$ cat src/rtl/pipe_pkg.sv
// pipe_pkg: shared types and constants for the pipeline register family
package pipe_pkg;
  typedef enum logic [1:0] {EMPTY = 2'd0, BUSY = 2'd1, FULL = 2'd2} skid_state_t;
  localparam int PIPE_W = 32;
endpackage

$ cat src/rtl/regn_en.sv
// regn_en: n-bit register with load enable and async active-high reset to zero
module regn_en #(
  parameter int n = 32
) (
  input  logic         clk,
  input  logic         rst,
  input  logic         en,
  input  logic [n-1:0] d,
  output logic [n-1:0] q
);
  always_ff @(posedge clk or posedge rst)
    if (rst) q <= '0;
    else if (en) q <= d;
endmodule

$ cat src/rtl/pipe_skid_reg.sv
// pipe_skid_reg: two-entry elastic pipeline register with registered in_ready
module pipe_skid_reg
  import pipe_pkg::*;
#(
  parameter int n = PIPE_W
) (
  input  logic         clk,
  input  logic         rst,
  input  logic         flush,
  input  logic         in_valid,
  output logic         in_ready,
  input  logic [n-1:0] in_data,
  output logic         out_valid,
  input  logic         out_ready,
  output logic [n-1:0] out_data,
  output logic [1:0]   occ
);
  skid_state_t state, state_nx;
  logic in_fire, out_fire, main_en, skid_en;
  logic [n-1:0] main_d, skid_q;
  assign out_valid = state != EMPTY;
  assign in_ready  = state != FULL;
  assign occ       = state;
  assign in_fire   = in_valid && in_ready;
  assign out_fire  = out_valid && out_ready;
  always_ff @(posedge clk or posedge rst)
    if (rst) state <= EMPTY;
    else state <= state_nx;
  always_comb begin
    main_en = (state == EMPTY && in_fire) || (state == BUSY && in_fire && out_fire)
              || (state == FULL && out_fire);
    skid_en = state == BUSY && in_fire && !out_fire;
    main_d  = state == FULL ? skid_q : in_data;
    state_nx = state;
    case (state)
      EMPTY:   state_nx = in_fire ? BUSY : EMPTY;
      BUSY:    state_nx = in_fire && !out_fire ? FULL : !in_fire && out_fire ? EMPTY : BUSY;
      FULL:    state_nx = out_fire ? BUSY : FULL;
      default: state_nx = EMPTY;
    endcase
    if (flush) state_nx = EMPTY;
  end
  regn_en #(.n(n)) u_main (.clk(clk), .rst(rst), .en(main_en), .d(main_d), .q(out_data));
  regn_en #(.n(n)) u_skid (.clk(clk), .rst(rst), .en(skid_en), .d(in_data), .q(skid_q));
endmodule
$ cat config.mk
export PLATFORM = sky130hd
export DESIGN_NAME = pipe_skid_reg
export DESIGN_NICKNAME = d
export VERILOG_FILES = /design/src/rtl/pipe_pkg.sv /design/src/rtl/regn_en.sv /design/src/rtl/pipe_skid_reg.sv
export SDC_FILE = /design/constraint.sdc
export NUM_CORES = 1
export LEC_CHECK = 0
export ABC_AREA = 1
export ABC_CLOCK_PERIOD_IN_PS = 2000
export CORE_MARGIN = 1
export CORE_UTILIZATION = 50
export CTS_CLUSTER_SIZE = 28
export DETAILED_ROUTE_END_ITERATION = 8
export PLACE_DENSITY_LB_ADDON = 0.2
export SYNTH_ARGS = -nofsm -noshare
export SYNTH_HDL_FRONTEND = slang
export SYNTH_SLANG_ARGS = --single-unit
$ cat constraint.sdc
create_clock -name clk -period 2 [get_ports clk]
set_input_delay 0.2 -clock clk [delete_from_list [all_inputs] [get_ports clk]]
set_output_delay 0.2 -clock clk [all_outputs]
set_load 0.1 [all_outputs]
# Yosys cells after proc, flatten, opt, wreduce, memory -nomap -nowiden
# Cells that the tools add are included.
# word_totals
romBits	0
ram_bits	0
mem_count	0
register_bits	66
input_bits	37
latchBits	0
word_cells	28
# classes
n_mux	7
n_eq_ne	3
reduce_logical	15
n_div	0
multipliers	0
bitwise	0
addsub	0
shifts	0
magnitude_cmp	0
# op_table
operator	count
32-bit 2-to-1 mux	1
1-bit logical AND	9
2-bit 2-to-1 mux	3
2-bit one-hot mux with 3 select lines	1
2-bit by 1-bit == test with 1-bit output, second input constant	1
2-bit == test, second input constant	1
1-bit zero test	2
2-bit zero test	1
1-bit logical OR	2
1-bit 2-to-1 mux	2
2-bit != test, second input constant	1
2-bit nonzero test	1

# Longest topological paths before layout
# logic_depth
word_depth	8
mapped_depth	7
mapped_depth_nobuf	6

# Modules after synthesis
# A second synthesis with hierarchy kept.
# unflattened
cells_unflattened	403
area_unflattened_um2	3183.1
# by_module_without_submodules
mod	n_inst	area_each_um2	cells_each	seq_area_each_um2
regn_en	2	1296.2	137	800.8
pipe_skid_reg	1	590.6	129	50.0

# Least setup slack after synthesis
# No wires, ideal clock.
# synth_path
kind	flip-flop to flip-flop
start	register state[0], in the netlist occ[0]
end	register u_main.q[0]
slack_ps	-183
setup_time_ps	69
stages_incl_launch_ff	8
arrival_ps	2114
n_path_buf	1
t_required_ps	1931
path_cell_list	dfrtp_1 inv_2 nand2_1 buf_2 nand2_1 nand2_1 nand2_1 nand2_1
# synth_between
elab_chain_len	6
elab_cells_between_ends	14
classes_between	eq/ne (3); mux (1); reduce/logical (10)
# synth_rtl
item	line_no	text
start, declared	pipe_skid_reg.sv:18	skid_state_t state, state_nx;
start signal, assigned	pipe_skid_reg.sv:28	else state <= state_nx;
2-bit != test (*)	pipe_skid_reg.sv:22	assign in_ready = state != FULL;
named net in_ready	pipe_skid_reg.sv:11	output logic in_ready,
1-bit logical AND (*)	pipe_skid_reg.sv:24	assign in_fire = in_valid && in_ready;
1-bit logical AND (2 in a row)	pipe_skid_reg.sv:30	main_en = (state == EMPTY && in_fire) || (state == BUSY && in_fire && out_fire)
1-bit logical OR (*)	pipe_skid_reg.sv:30	
1-bit logical OR (*)	pipe_skid_reg.sv:31	|| (state == FULL && out_fire);
end signal, assigned	regn_en.sv:12	if (rst) q <= '0;
end signal, assigned	regn_en.sv:13	else if (en) q <= d;
end, declared	regn_en.sv:9	output logic [n-1:0] q
# The timed path passes the listed nets; every way through them passes the cells marked *.
# A chain may end at the register's enable or synchronous reset.

# Worst setup path in the final report
# layout_path
start	register state[0], in the netlist occ[0]
end	output port in_ready
# layout_between
elab_chain_len	1
# layout_rtl
item	line_no
2-bit != test	pipe_skid_reg.sv:22
end, declared	pipe_skid_reg.sv:11
# Every way passes these cells.

==> flow_metrics.py <==
metrics = {
    "run_status": {
        "status": "completed",
    },
    "global_routing": {
        "grt.overflow.total": 0,
        "grt_pass1_wl_um": 12600,
        "grt_max_degree": 67,
        "grt_usage": 0.250,
        "antenna_found_initial": 0,
        "grt_pass1_vias": 2639,
    },
    "worst_setup_path": {
        "rr_worst_depth": 6,
        "critical_path.cell_chain": "inv_2, nand2_1, buf_4, buf_12",
        "crit_slowest_cell": "dfrtp_2",
        "slowest_delay_ns": 0.44,
        "end_kind": "output pin",
        "critPathLaunchType": "register",
        "arrival_ns": 1.60,
        "crit_type": "reg -> out",
        "crit_required_ns": 1.80,
        "path_max_fanout": 18,
    },
    "sta": {
        "rsz0062_at_grt": "no",
        "hold_viol_final": 0,
        "fin_crit_ns": 1.80,
        "finClkSkew_ns": 0.00660,
        "fin_crit_sh": 0.898,
        "slew_violations": 0,
        "worst_pin_slew_ns": 0.396,
        "setup_violations": 0,
        "final.setup.tns_ns": 0,
        "slew_headroom": 0.736,
        "fmax_ghz": 0.557,
    },
    "layout": {
        "syn_to_final_growth_pct": 29.1,
        "drive_gt1_frac": 0.198,
        "antenna_cells": 0,
        "utilization": 0.666,
        "nets": 507,
    },
    "routing": {
        "routedWlPerCell_um": 14.4,
        "drt_iter0_markers": 219,
        "vias_per_cell": 5.23,
        "vias": 2886,
        "drt_wl_total_um": 7960,
        "drc": 0,
        "drtPass1Iterations": 4,
        "ant_nets": 0,
    },
    "clock_network": {
        "cts_buffers": 9,
        "cts_resized": 0,
        "clock_path_buffers": 2,
        "clock_sinks": 66,
        "cts_tree": "yes",
        "cts_root_buffer": "clkbuf_8",
        "cts_setup_buffers": 0,
        "ctsHoldBuffers": 0,
        "h-tree-depth": 3,
        "clk_latency_ns": 0.34,
        "cts.clk_slew.worst_paths_ns": 0.07,
    },
    "power": {
        "power_density_nw_per_um2": 1150,
        "p_int_mw": 2.86,
        "power.total_mw": 4.84,
        "power.switching_mw": 1.98,
        "ir_worst_vdd_mv": 0.702,
        "p_comb_frac": 0.359,
        "switching_share": 0.409,
        "power_leakage_nw": 2.26,
        "power_frac_seq": 0.370,
        "p_clk_frac": 0.271,
    },
    "logic_synthesis": {
        "ys_seq_area_frac": 0.507,
        "syn_nets": 442,
        "synth.distinct_cells": 18,
        "synth_warnings": 0,
        "syn_inst": 405,
        "netlist_area_sq_um": 3250,
        "synth-seq-cells": 66,
        "synth_area_per_cell_sq_um": 8.04,
    },
    "floorplan": {
        "die_w_um": 82.7,
        "start_util": 0.515,
        "io_pins": 73,
        "die_h_um": 82.7,
        "die_area_sq_um": 6840,
        "rows": 29,
        "fp.coreArea_sq_um": 6310,
    },
    "placement": {
        "port_buffers": 72,
        "dp_hpwl_um": 5000,
        "globalplace.congestion": 0.763,
    },
    "hold_path": {
        "hp-class": "in -> async",
    },
    "flow_run": {
        "cap_violations": 0,
    },
}
routing by layer:
| metal | wire, um | track usage | vias up |
|---|---|---|---|
| li1 | - | - | 1433 |
| met1 | 3680 | 0.354 | 1354 |
| met2 | 3720 | 0.375 | 90 |
| met3 | 458 | 0.0505 | 9 |
| met4 | 95 | 0.0966 | 0 |
| met5 | 0 | 0 | - |
critical path, delay by kind of cell, from the launching register on:
family | cells | cell delay (ns)
simple gates | 1 | 0.12
flops | 1 | 0.44
buf+inv | 3 | 0.69
placed cells by master (no fill, tap or decap):
master	instances
bufinv_16	2
clkbuf_8	12
nand3_1	34
inv_2	2
clkinv_2	1
nand4_2	1
nand4_1	32
o21ai_2	20
clkinvlp_4	1
nor2_2	2
a21oi_1	2
dfrtp_2	2
inv_1	37
nand3_2	3
nand2_2	1
buf_4	42
nand2_1	164
clkdlybuf4s50_1	36
buf_12	5
o21ai_1	12
dfrtp_1	64
cells by family (layout without fill, tap and decap cells):
kind of cell | count (synthesis) | after routing | share of synthesized area
simple gates | 237 | 237 | 0.320
buf+inv | 68 | 138 | 0.0969
flops | 66 | 66 | 0.507
compound gates | 34 | 34 | 0.0754
power by group through the flow:
stage / sequential [mW] / combinational (mW) / clock, mW
after CTS: 1.79 / 1.75 / 1.32
after global placement: 1.80 / 1.72 / 0
final: 1.79 / 1.73 / 1.31
after global routing: 1.82 / 1.84 / 1.38
after detailed placement: 1.81 / 1.74 / 0
after floorplan: 2.63 / 0.478 / 0
area by class of cell:
| type | count | area (sq um) |
|---|---|---|
| Inverter | 39 | 146 |
| Clock inverter | 4 | 72.6 |
| Clock buffer | 12 | 165 |
| Sequential cell | 66 | 1650 |
| Fill cell | 563 | 2110 |
| Timing Repair Buffer | 83 | 776 |
| Tap cell | 77 | 96.3 |
| Multi-Input combinational cell | 271 | 1290 |
registers in the layout, summed over array words and instances, names as in the netlist:
| name | count |
|---|---|
| occ | 2 |
| u_main.q | 32 |
| u_skid.q | 32 |
synthesized netlist by cell type:
library cell	n	area share
nor2_2	2	0.0038
buf_4	2	0.0046
nand2_1	164	0.19
buf_6	5	0.017
o21ai_1	12	0.018
nand3_2	2	0.0062
inv_2	1	0.0012
buf_1	4	0.0046
dfrtp_1	66	0.51
o21ai_2	20	0.054
nand2_2	1	0.0019
nand4_2	1	0.0038
nand4_1	32	0.062
clkbuf_1	6	0.0069
a21oi_1	2	0.0031
inv_1	38	0.044
buf_2	12	0.018
nand3_1	35	0.054
worst paths after layout:
kind	from	to	slack, ns
max	occ[0]	in_ready	0.20
min	rst	u_skid.q[20]	0.24
max reg2reg	occ[0]	u_main.q[29]	0.48
min reg2reg	u_skid.q[16]	u_skid.q[16]	0.49
max in group asynchronous	rst	occ[1]	1.47
min in group clk	in_data[14]	u_skid.q[14]	0.43
metrics by stage:
| stage | hold slack [ns] | area (sq um) | setup slack, ns | instances |
|---|---|---|---|---|
| after CTS | 0.250 | 4200 | 0.187 | 552 |
| after global placement | 0.464 | 3970 | 0.406 | 536 |
| after detailed placement | 0.469 | 3970 | 0.329 | 536 |
| after global routing | 0.267 | 4200 | 0.132 | 552 |
| final | 0.245 | 4200 | 0.205 | 552 |
| after floorplan | 0.259 | 3260 | -0.00126 | 405 |
Power figures use the tool's default switching activity.
==> edit 1: new RTL, config.mk and constraints unchanged <==
`PIPE_W`: 32 -> 40.
--- a/src/rtl/pipe_pkg.sv
+++ b/src/rtl/pipe_pkg.sv
@@ -2,5 +2,5 @@
 package pipe_pkg;
   typedef enum logic [1:0] {EMPTY = 2'd0, BUSY = 2'd1, FULL = 2'd2} skid_state_t;
-  localparam int PIPE_W = 32;
+  localparam int PIPE_W = 40;
 endpackage
 
Interface: changed (resized in_data and out_data); port bits go from 73 to 89. No check against the original RTL was run, so the function may have changed too.
==> edit 1 against the unedited design <==
- worst setup slack lost 0.088 ns
- cell area grew 20%
- wire length grew 22%
- sequential cell count grew 16
- power grew 19%
- global-route usage grew 0.31 points
- area after synthesis grew 20%
==> edit 1: results (changes against the unedited design) <==
| Metric | Value |
|---|---|
| Status | `finished clean (unchanged)` |
| Total GRT Usage | `25.3% (was 25.0%)` |
| Worst Path Arrival | `1.68 ns (was 1.60 ns)` |
| Pin count of the biggest net entering global routing | `83 (was 67)` |
| Reg2reg end | `u_skid.q[5] (was u_main.q[29])` |
| Multi-input logic cell count | `335 (was 271)` |
| Fillers | `615 (was 563)` |
| Top cells by area, synth | `dfrtp_1, nand2_1, nand4_1, nand3_1, o21ai_1 (was dfrtp_1, nand2_1, nand4_1, nand3_1, o21ai_2)` |
| Cell depth of the worst flop-to-flop path | `7 (was 6)` |
| Gp weighted congestion | `0.862 (was 0.763)` |
| WL/cell | `14.2 um (was 14.4 um)` |
| Clock Power | `1.43 mW (was 1.31 mW)` |
| Vias in the first global route | `3365 (was 2639)` |
| Clkbuf count | `9 (was 12)` |
| Drt pass-1 iters | `5 (was 4)` |
| Tap cells | `99 (was 77)` |
| Reg area | `2050 sq um (was 1650 sq um)` |
| Combinational share of power | `36.3% (was 35.9%)` |
| Buffers & Inverters on Critical Path | `2 (was 3)` |
| Net Sw Frac | `41.7% (was 40.9%)` |
| Bufs w/o clock | `103 (was 83)` |
| Clock-cell share | `4.76% (was 5.66%)` |
| CP Max Fanout | `38 (was 18)` |
| Crit-path max cell delay | `0.52 ns (was 0.44 ns)` |
| Min Hold Slack | `0.291 ns (was 0.245 ns)` |
| Dpl cell area | `4810 sq um (was 3970 sq um)` |
| Leakage power | `2.72 nW (was 2.26 nW)` |
| Tot Pwr | `5.75 mW (was 4.84 mW)` |
| Compound-Gate Fraction of Synth Area | `5.40% (was 7.54%)` |
| DR iter-0 viols | `258 (was 219)` |
| Inverters | `47 (was 39)` |
| Port bufs | `88 (was 72)` |
| VDD IR-drop max | `0.000542 V (was 0.000702 V)` |
| First-pass GRT wire length | `16500 um (was 12600 um)` |
| Crit path max-delay family | `buffers and inverters (unchanged)` |
| Synth Register Bits | `82 (was 66)` |
| Register-to-Register Setup Slack | `0.35 ns (was 0.48 ns)` |
| GR Util met3 | `3.47% (was 5.05%)` |
| Syn Nets | `546 (was 442)` |
| Slew headroom | `70.8% (was 73.6%)` |
| PD cells | `1140 nW/um^2 (was 1150 nW/um^2)` |
| Area of the multi-input gates | `1490 sq um (was 1290 sq um)` |
| HPWL after detailed placement | `6210 um (was 5000 um)` |
| Layout cells sized above 1 | `14.4% (was 19.8%)` |
| DR vias | `3669 (was 2886)` |
| Nets@finish | `623 (was 507)` |
| M2 GR Usage | `38.1% (was 37.5%)` |
| Top cells by count, synth | `nand2_1, dfrtp_1, inv_1 (unchanged)` |
| Met1 Resource Use GR | `37.4% (was 35.4%)` |
| Fin Clk Skew | `0.00822 ns (was 0.00660 ns)` |
-- edit 1: changes by cell type after synthesis, sizes merged --
| cell | unedited run | this run |
|---|---|---|
| clkbuf | 6 | 8 |
| nand3 | 37 | 45 |
| o21ai | 32 | 40 |
| nand4 | 33 | 41 |
| buf | 23 | 29 |
| nand2 | 165 | 205 |
| dfrtp | 66 | 82 |
| inv | 39 | 47 |
-- edit 1: layer usage --
metal | share of wire (%) | routed length (um) | vias to the layer above
li1 | - | - | 1758
met1 | 46 | 4410 | 1759
met2 | 46 | 4490 | 137
met3 | 6.6 | 635 | 15
met4 | 1.6 | 156 | 0
met5 | 0 | 0 | -
-- edit 1: stage by stage --
step                      worst slack (ns)  instances
after floorplan                    0.00861        501
after global placement               0.390        666
after detailed placement             0.373        666
after CTS                           0.0530        682
after global routing                0.0631        682
final                                0.117        682
-- edit 1: tightest hold or removal path: cells and delay by family --
kind	cells	cell delay, ns
buffers and inverters	3	0.86
==> edit 2: new RTL, same settings <==
Without the edit above. Make the reset (`rst`) synchronous in 2 clocked blocks. Comments in the files are not updated.
--- a/src/rtl/regn_en.sv
+++ b/src/rtl/regn_en.sv
@@ -9,5 +9,5 @@
   output logic [n-1:0] q
 );
-  always_ff @(posedge clk or posedge rst)
+  always_ff @(posedge clk)
     if (rst) q <= '0;
     else if (en) q <= d;
--- a/src/rtl/pipe_skid_reg.sv
+++ b/src/rtl/pipe_skid_reg.sv
@@ -24,5 +24,5 @@
   assign in_fire   = in_valid && in_ready;
   assign out_fire  = out_valid && out_ready;
-  always_ff @(posedge clk or posedge rst)
+  always_ff @(posedge clk)
     if (rst) state <= EMPTY;
     else state <= state_nx;
Function: differs if rst is asserted again (counterexample within 4 cycles, from zero or initial values and one cycle with rst high); with rst held inactive, the same outputs for 10 cycles.
==> edit 2 against the unedited design <==
- cell area decreased by 5.8%
- power decreased by 32%
- synthesized cell count grew 18%
- sequential cell count did not move
- global-route usage increased by 1.9 points
- critical endpoint unchanged
- core utilization fell by 0.12 points
- wire length is 1.4% higher
- worst hold slack better by 0.24 ns
- area after synthesis decreased by 5.0%
- worst setup slack got worse by 0.052 ns
==> edit 2: results (changes against the unedited design) <==
| Metric | Value |
|---|---|
| Final WL | `8070 um (was 7960 um)` |
| Power Sequential | `1.43 mW (was 1.79 mW)` |
| HPWL after detailed placement | `4870 um (was 5000 um)` |
| Status | `finished clean (unchanged)` |
| VDD IR-drop max | `0.000604 V (was 0.000702 V)` |
| Vias in the first global route | `3014 (was 2639)` |
| Min Hold Slack | `0.482 ns (was 0.245 ns)` |
| CP Max Fanout | `22 (was 18)` |
| Leakage power | `1.97 nW (was 2.26 nW)` |
| Syn Nets | `513 (was 442)` |
| Compound-Gate Fraction of Synth Area | `5.62% (was 7.54%)` |
| Vias per cell | `5.18 (was 5.23)` |
| Critical path's slowest cell | `dfxtp_4 (was dfrtp_2)` |
| Slew headroom | `48.7% (was 73.6%)` |
| Register-to-Register Setup Slack | `0.35 ns (was 0.48 ns)` |
| M2 GR Usage | `48.1% (was 37.5%)` |
| Root Buffer | `clkbuf_8 (unchanged)` |
| Gp weighted congestion | `0.766 (was 0.763)` |
| Top cells by count, synth | `nor2_1, nand2_1, dfxtp_1 (was nand2_1, dfrtp_1, inv_1)` |
| Met1 Resource Use GR | `31.8% (was 35.4%)` |
| Fin Clk Skew | `0.00675 ns (was 0.00660 ns)` |
| Total GRT Usage | `26.9% (was 25.0%)` |
| Post-synthesis cell type count | `20 (was 18)` |
| Dpl cell area | `3780 sq um (was 3970 sq um)` |
| First-pass GRT wire length | `13600 um (was 12600 um)` |
| Place WS | `0.125 ns (was 0.329 ns)` |
| Nets@finish | `573 (was 507)` |
| Post-synthesis sequential area ratio | `42.7% (was 50.7%)` |
| DR vias | `3185 (was 2886)` |
| Layout cells sized above 1 | `13.0% (was 19.8%)` |
| Min-delay worst type | `in -> reg (was in -> async)` |
| Prevailing post-synth register cell | `dfxtp_1 (was dfrtp_1)` |
| Post-synth ARST share | `0% (was 100%)` |
| Worst Path Arrival | `1.65 ns (was 1.60 ns)` |
| DR iter-0 viols | `175 (was 219)` |
| Mapped Cells | `476 (was 405)` |
| Reg2reg end | `u_main.q[16] (was u_main.q[29])` |
| Top cells by area, synth | `dfxtp_1, nor2_1, nand2_1, nand4_1, nand3_1 (was dfrtp_1, nand2_1, nand4_1, nand3_1, o21ai_2)` |
[edit 2: worst max-delay path by stage]
| stage | startpoint | to | slack, ns |
|---|---|---|---|
| 3_3_place_gp | out_ready | u_main.q[26] | 0.19 |
| 5_1_grt | occ[1] | in_ready | 0.08 |
| 3_5_place_dp | out_ready | u_main.q[16] | 0.12 |
| 2_1_floorplan | occ[0] | u_main.q[0] | 0.16 |
| 6_report | occ[1] | in_ready | 0.15 |
| 4_1_cts | occ[1] | in_ready | 0.04 |
[edit 2: final cells by class]
class | instances | area, sq um
clock buffers | 12 | 155
clock inverters | 3 | 15.0
fillers | 564 | 2000
inverters | 40 | 150
multi-input cells | 336 | 1450
flip-flops and latches | 66 | 1330
well taps | 75 | 93.8
repair buffers | 83 | 763
[edit 2: routing by layer]
metal | routed length, um | vias up
li1 | - | 1621
met1 | 3460 | 1444
met5 | 0 | -
met2 | 3980 | 112
met4 | 102 | 0
met3 | 525 | 8
